==> src/rtl/match_controller.sv <==
// Best-of-N tug-of-war match sequencer: countdown, play gating,
// round scoring and champion declaration around the rope datapath.
module match_controller #(
  parameter int ROUNDS_TO_WIN    = 3,
  parameter int COUNTDOWN_CYCLES = 4,
  parameter int HOLD_CYCLES      = 2,
  parameter int SCORE_W          = 3
) (
  input  logic               Clock,
  input  logic               Reset,
  input  logic               start,
  input  logic               leftwin,
  input  logic               rightwin,
  output logic               round_reset,
  output logic               play_en,
  output logic [SCORE_W-1:0] left_score,
  output logic [SCORE_W-1:0] right_score,
  output logic [SCORE_W-1:0] rounds_played,
  output logic               match_over,
  output logic               left_champ,
  output logic               right_champ
);

  localparam int TMAX = (COUNTDOWN_CYCLES > HOLD_CYCLES)
                        ? COUNTDOWN_CYCLES : HOLD_CYCLES;
  localparam int TW = (TMAX > 1) ? $clog2(TMAX) : 1;

  localparam logic [TW-1:0] CD_LOAD   = TW'(COUNTDOWN_CYCLES - 1);
  localparam logic [TW-1:0] HOLD_LOAD = TW'(HOLD_CYCLES - 1);
  localparam logic [SCORE_W-1:0] WIN  = SCORE_W'(ROUNDS_TO_WIN);

  typedef enum logic [2:0] {
    IDLE      = 3'd0,
    COUNTDOWN = 3'd1,
    PLAY      = 3'd2,
    ROUND_END = 3'd3,
    MATCH_END = 3'd4
  } state_t;

  state_t              state;
  logic [TW-1:0]       timer;
  logic [SCORE_W-1:0]  left_next;
  logic [SCORE_W-1:0]  right_next;
  logic [SCORE_W-1:0]  rounds_next;

  always_comb begin
    left_next   = left_score + 1'b1;
    right_next  = right_score + 1'b1;
    rounds_next = rounds_played;
    if (!(&rounds_played))
      rounds_next = rounds_played + 1'b1;
  end

  always_ff @(posedge Clock) begin
    if (Reset) begin
      state         <= IDLE;
      timer         <= '0;
      round_reset   <= 1'b1;
      play_en       <= 1'b0;
      left_score    <= '0;
      right_score   <= '0;
      rounds_played <= '0;
      match_over    <= 1'b0;
      left_champ    <= 1'b0;
      right_champ   <= 1'b0;
    end else begin
      case (state)
        IDLE: begin
          round_reset <= 1'b1;
          play_en     <= 1'b0;
          match_over  <= 1'b0;
          if (start) begin
            state         <= COUNTDOWN;
            timer         <= CD_LOAD;
            left_score    <= '0;
            right_score   <= '0;
            rounds_played <= '0;
            left_champ    <= 1'b0;
            right_champ   <= 1'b0;
          end
        end

        COUNTDOWN: begin
          if (timer == '0) begin
            state       <= PLAY;
            round_reset <= 1'b0;
            play_en     <= 1'b1;
          end else begin
            timer <= timer - 1'b1;
          end
        end

        PLAY: begin
          if (leftwin || rightwin) begin
            rounds_played <= rounds_next;
            round_reset   <= 1'b1;
            play_en       <= 1'b0;
            state         <= ROUND_END;
            timer         <= HOLD_LOAD;
            if (leftwin && !rightwin) begin
              left_score <= left_next;
              if (left_next == WIN) begin
                left_champ <= 1'b1;
                match_over <= 1'b1;
                state      <= MATCH_END;
              end
            end else if (rightwin && !leftwin) begin
              right_score <= right_next;
              if (right_next == WIN) begin
                right_champ <= 1'b1;
                match_over  <= 1'b1;
                state       <= MATCH_END;
              end
            end
          end
        end

        ROUND_END: begin
          if (timer == '0) begin
            state <= COUNTDOWN;
            timer <= CD_LOAD;
          end else begin
            timer <= timer - 1'b1;
          end
        end

        MATCH_END: begin
          if (start) begin
            state         <= COUNTDOWN;
            timer         <= CD_LOAD;
            match_over    <= 1'b0;
            left_score    <= '0;
            right_score   <= '0;
            rounds_played <= '0;
            left_champ    <= 1'b0;
            right_champ   <= 1'b0;
          end
        end

        // Illegal encodings fall back to a clean idle
        default: begin
          state         <= IDLE;
          timer         <= '0;
          round_reset   <= 1'b1;
          play_en       <= 1'b0;
          left_score    <= '0;
          right_score   <= '0;
          rounds_played <= '0;
          match_over    <= 1'b0;
          left_champ    <= 1'b0;
          right_champ   <= 1'b0;
        end
      endcase
    end
  end

endmodule

==> config.mk <==
export PLATFORM = sky130hd
export DESIGN_NAME = match_controller
export DESIGN_NICKNAME = d
export VERILOG_FILES = /design/src/rtl/match_controller.sv
export SDC_FILE = /design/constraint.sdc
export NUM_CORES = 1
export LEC_CHECK = 0
export ABC_CLOCK_PERIOD_IN_PS = 1800
export BUFFER_PORTS_ARGS = -buffer_cell sky130_fd_sc_hd__buf_2
export CAP_MARGIN = 40
export CORE_MARGIN = 4
export CORE_UTILIZATION = 55
export CTS_CLUSTER_SIZE = 12
export DETAILED_ROUTE_END_ITERATION = 8
export PLACE_DENSITY = 0.84
export SETUP_SLACK_MARGIN = 0.3
export SLEW_MARGIN = 20
export SYNTH_ARGS = -nofsm -noshare
export SYNTH_HDL_FRONTEND = slang
export SYNTH_SLANG_ARGS = --single-unit
==> constraint.sdc <==
create_clock -name Clock -period 1.8 [get_ports Clock]
set_input_delay 0.36 -clock Clock [delete_from_list [all_inputs] [get_ports Clock]]
set_output_delay 0.36 -clock Clock [all_outputs]
set_load 0.01 [all_outputs]
Word-level counts from Yosys, hierarchy flattened
Index checks and enable logic that the tools add are counted.

Flip-flop bits (word level): 19. Latch bits: 0. RAM bits: 0. ROM bits: 0. Output and inout bits: 14. Word-level logic and storage cells: 101. Memories kept: 0.

Add/subtract/negate cells: 4. Multiply operators: 0. Divide/modulo/power cells: 0. Magnitude comparators: 0. Equality and inequality tests: 21. Shift-type cells: 0. Muxes and demuxes: 44. Bitwise logic cells: 2. Reductions and logical operators: 20.

Operators with widths (number): $mux W3 (16); $pmux W3 S3 (3); $ne A2 B2 Y1 const B (11); $pmux W1 S3 (5); $mux W1 (14); $eq A3 B2 Y1 const B (4); $pmux W3 S4 (1); $reduce_and A4 Y1 (3); $reduce_and A6 Y1 (2); $reduce_and A5 Y1 (2); $add A3 B1 Y3 const B (3); $ne A3 B3 Y1 const B (3); $reduce_and A3 Y1 (3); $mux W2 (4); $pmux W2 S4 (1); $reduce_or A2 Y1 (3); $eq A3 B1 Y1 const B (1); $eq A3 B3 Y1 const B (1); $logic_not A3 Y1 (1); $logic_and A1 B1 Y1 (2); $logic_not A1 Y1 (2); $logic_not A2 Y1 (1); $ne A2 B1 Y1 const B (1); $not A1 Y1 (2); 2 further kinds (2).

Longest topological paths before layout
Word-level depth: 7. Depth in mapped cells: 7. Gate-level depth less buffers: 6.

Worst setup path after synthesis
No wires, ideal clock.

Path kind: input -> register. From: input leftwin. To: register left_champ. Arrival: 1.459 ns. Slack: 0.255 ns. Cell stages on the path: 7. Buffers on the path: 1. Cell sequence: inv_1 -> ha_1 -> buf_2 -> a21oi_1 -> o21a_1 -> a21oi_1 -> a211oi_1.

Cells in the longest elaborated chain, start to end: 3. Elaborated cells on any way between the ends: 5. Classes of those cells: 2 x eq/ne; 3 x reduce/logical.

RTL lines: from (decl) (line 12) `input logic leftwin,`; $logic_and A1 B1 Y1 / $logic_or A1 B1 Y1 (equally long branches) (line 100, 94); $ne A2 B2 Y1 (no line); $reduce_and A5 Y1 (no line) *; to (signal assigned) (line 103) `left_champ <= 1'b1;`; to (signal assigned) (line 135) `left_champ <= 1'b0;`; to (signal assigned) (line 150) `left_champ <= 1'b0;`; to (decl) (line 20) `output logic left_champ,`.

Every way passes the cells marked *; elsewhere a longest branch is shown, timed or not. A chain may end at the register's enable or synchronous reset.

Final worst setup path
From: register state[0]. To: register match_over.

Cells in the longest elaborated chain, start to end: 4. Elaborated cells on any way between the ends: 13. Classes of those cells: 9 x eq/ne; 1 x mux; 1 x bitwise; 2 x reduce/logical.

RTL lines: from (decl) (line 40) `state_t state;`; from (signal assigned) (line 56) `state <= IDLE;`; from (signal assigned) (line 73) `state <= COUNTDOWN;`; from (signal assigned) (line 85) `state <= PLAY;`; $eq A3 B2 Y1 / $eq A3 B1 Y1 (equally long branches) (line 67) `case (state)`; $reduce_or A2 Y1 (no line); $not A1 Y1 (no line); $reduce_and A6 Y1 (no line); to (signal assigned) (line 63) `match_over <= 1'b0;`; to (signal assigned) (line 71) `match_over <= 1'b0;`; to (signal assigned) (line 104) `match_over <= 1'b1;`; to (decl) (line 19) `output logic match_over,`.

Parallel ways exist; a longest one is shown, timed or not.

==> impl_results.md <==
* Status: completed
* Layout cell share with drive strength beyond 1 at 38.6%
* Pre-antenna DRT Iters at 4
* Initial antenna violation count at 0
* # IOs at 19
* Slew headroom at 73.3%
* Register area share after synthesis at between 30% and 40%
* DPL Wire Length at between 2000 and 2500 um
* Initial Util at 59.4%
* Full die area at 3000 um^2
* Core area at roughly 2000 um^2
* Commonest cells post-synth: 19 x dfxtp_1, 13 x a21oi_1, 11 x inv_1
* DR DRC count at 0
* FMAX at 674 MHz
* Pre-CTS setup slack at 44.9 ps
* RSZ-0062 raised after global routing: true
* Fill count at 157
* Worst path cell trace: or4b_4, o211ai_1, a21oi_1, o211a_1
* Most common cell in the netlist: dfxtp_1
* Final Cell Area at 1490 um^2
* Post-Syn Instances at 143
* Vias at 1202
* Net Switching at 0.710 mW
* Num CTS Buffers at 3
* Crit path max fanout at 9
* Total track usage at 21.4%
* Pwr dens at 1130 nW/um^2
* Die width at approximately 55 um
* Count of pins over their slew limit at 0
* Skew-Pair Late Insertion Delay at approximately 320 ps
* Syn_area_per_cell at 8.40 um^2
* Worst Tran Pin Value at 399 ps
* Worst Hold Class: in -> reg
* Asr flop ratio synth at 0%
* Largest net degree at the start of global routing at 17
* Setup Skew at 2.20 ps
* Reg power frac at 34.2%
* H-tree levels at 1
* Yosys reg bits at 19
* Critical R2R Launch: state[0]
* Final min period at 1480 ps
* Rows at 16
* Vias in the first global route at 1164
* Clock power share at 14.1%
* CTS sink count at 19
* Area Overhead vs Synth at 24.2%
* Setup WS post-layout at ~320 ps
* Post-DRT Antenna Nets at 0
* Reg clk slew, reported paths at 120 ps
* Crit-path leading delay family: simple AND/OR/NAND/NOR gates
* Critical path's largest stage delay at 560 ps
* Vias per Instance at 6.23
* Final net count at 182
* Hold-fix buffers, CTS at 0
* Min-delay src: start
* Placed cells at 184
* Crit path arrival time at 1710 ps
* Number of synthesized flops with an enable pin at 0
* Final setup violation count at 0
* Switching Share at 42.0%
* Synth top area share at 31.7%
* Fin. Hold Viols at 0
* Max Root-Sink Buffers at 2
* Routed length per instance at between 15 and 20 um
* Area leader, netlist: dfxtp_1
* Gate power share at 51.7%
* CP Capture Type: flip-flop
* Leak Pwr at 0.611 nW
* P_int at between 0.9 and 1 mW
* Remaining Overflow, GRT at 0
* Kind of critical path: reg -> reg
* Worst setup startpoint: state[0]
* Chip height at 54.7 um
* CTS tree: built
* CP required at 2020 ps
* Slowest-stage cell, CP: or4b_4
* Non-Filler Instances at 193
* Clock Tree Root: clkbuf_4
* VDD IR max at a little under 800 uV
* CP bufs+invs at 0
* Critical path startpoint category: flip-flop
* Period utilisation layout at 82.4%
* Top cells by area, synth: dfxtp_1 32%, ha_1 10%, a21oi_1 5.4%
* Fin Setup TNS at 0 ps
* Iter 0 DRT Violations at between 70 and 80
* Total Power at 1.69 mW
* Number of diodes at 0
* Routed WL at 3260 um
* Ys Warns at 0
* Placer Congestion at 0.838
* # port buffers at 18
* Synthesized area at 1200 um^2
* First-pass GRT wire length at 4690 um
* Syn Nets at 158
* Max_cap viols at 0
* Netlist cell types at 42
* Placed Area at 1320 um^2
* Most used DFF post-synth: dfxtp_1
area by class of cell:
class,instances,area [um^2],share of cell area [%]
tap,27,33.8,2.27
timing repair buffer,28,165,11.1
sequential,19,400,26.8
inverter,11,41.3,2.77
clock buffer,3,22.5,1.51
multi-input combinational,104,823,55.2
clock inverter,1,5.00,0.336
routing by layer:
| layer | GRT usage [%] | part of all wire [%] | up-vias |
|---|---|---|---|
| met5 | 0 | 0 | - |
| met4 | 9.13 | 1.6 | 0 |
| met3 | 5.18 | 6.9 | 9 |
| met2 | 37.0 | 51 | 45 |
| met1 | 24.6 | 40 | 572 |
| li1 | - | - | 576 |
kinds of logic after synthesis:
| logic type | count (synthesis) | share of synthesized area [%] |
|---|---|---|
| AO/OA/AOI/OAI | 47 | 26.0 |
| AND/OR/NAND/NOR | 43 | 21.2 |
| buffers and inverters | 21 | 8.33 |
| flip-flops | 19 | 31.7 |
| adder cells (fa/ha/maj) | 10 | 10.4 |
| XOR/XNOR | 2 | 1.46 |
| multiplexers | 1 | 0.833 |
state kept, by name, indices dropped and copies added, names as in the netlist:
register	flops
left_champ	1
left_score	3
match_over	1
right_champ	1
state	3
rounds_played	3
round_reset	1
timer	2
play_en	1
right_score	3
cell usage in the layout (no fill, tap or decap), types with 4 or more instances in the layout:
cell,count
nand3_1,7
a21oi_1,11
buf_2,18
buf_4,10
nand2_1,4
nor2_1,6
ha_1,6
o21ai_0,8
dfxtp_1,9
inv_1,11
dfxtp_2,7
nor2b_1,4
power groups by stage:
stage	clock network (mW)	registers, mW	logic (mW)
floorplan	0	0.563	0.563
global placement	0	0.562	0.689
detailed placement	0	0.565	0.716
CTS	0.231	0.559	0.768
global route	0.266	0.588	0.964
finish	0.238	0.578	0.874
metrics by stage:
step | hold slack (ps) | util (%)
finish | 405 | 73.8
global route | 395 | 73.8
CTS | 411 | 68.1
detailed placement | 477 | 65.0
global placement | 456 | 65.0
floorplan | 444 | -
final timing paths:
kind,depth (start not counted),slack [ps],to
max,4,320,match_over
min,3,400,state[2]
max reg2reg,4,320,match_over
min reg2reg,1,500,left_score[0]
worst register-to-register path, cell delays in order, from the launching register on:
cell and delay (ps):
dfxtp_4 390, or4b_4 570, o211ai_1 130, a21oi_1 80, o211a_1 220
repair_timing:
item	4_1_cts	5_1_grt
endpoints found under the hold margin	0	0
setup endpoints to repair	10	15
setup buffers	3	1
pin swaps	2	3
gates cloned	0	1
resized for setup	5	29
Power figures use the tool's default switching activity.
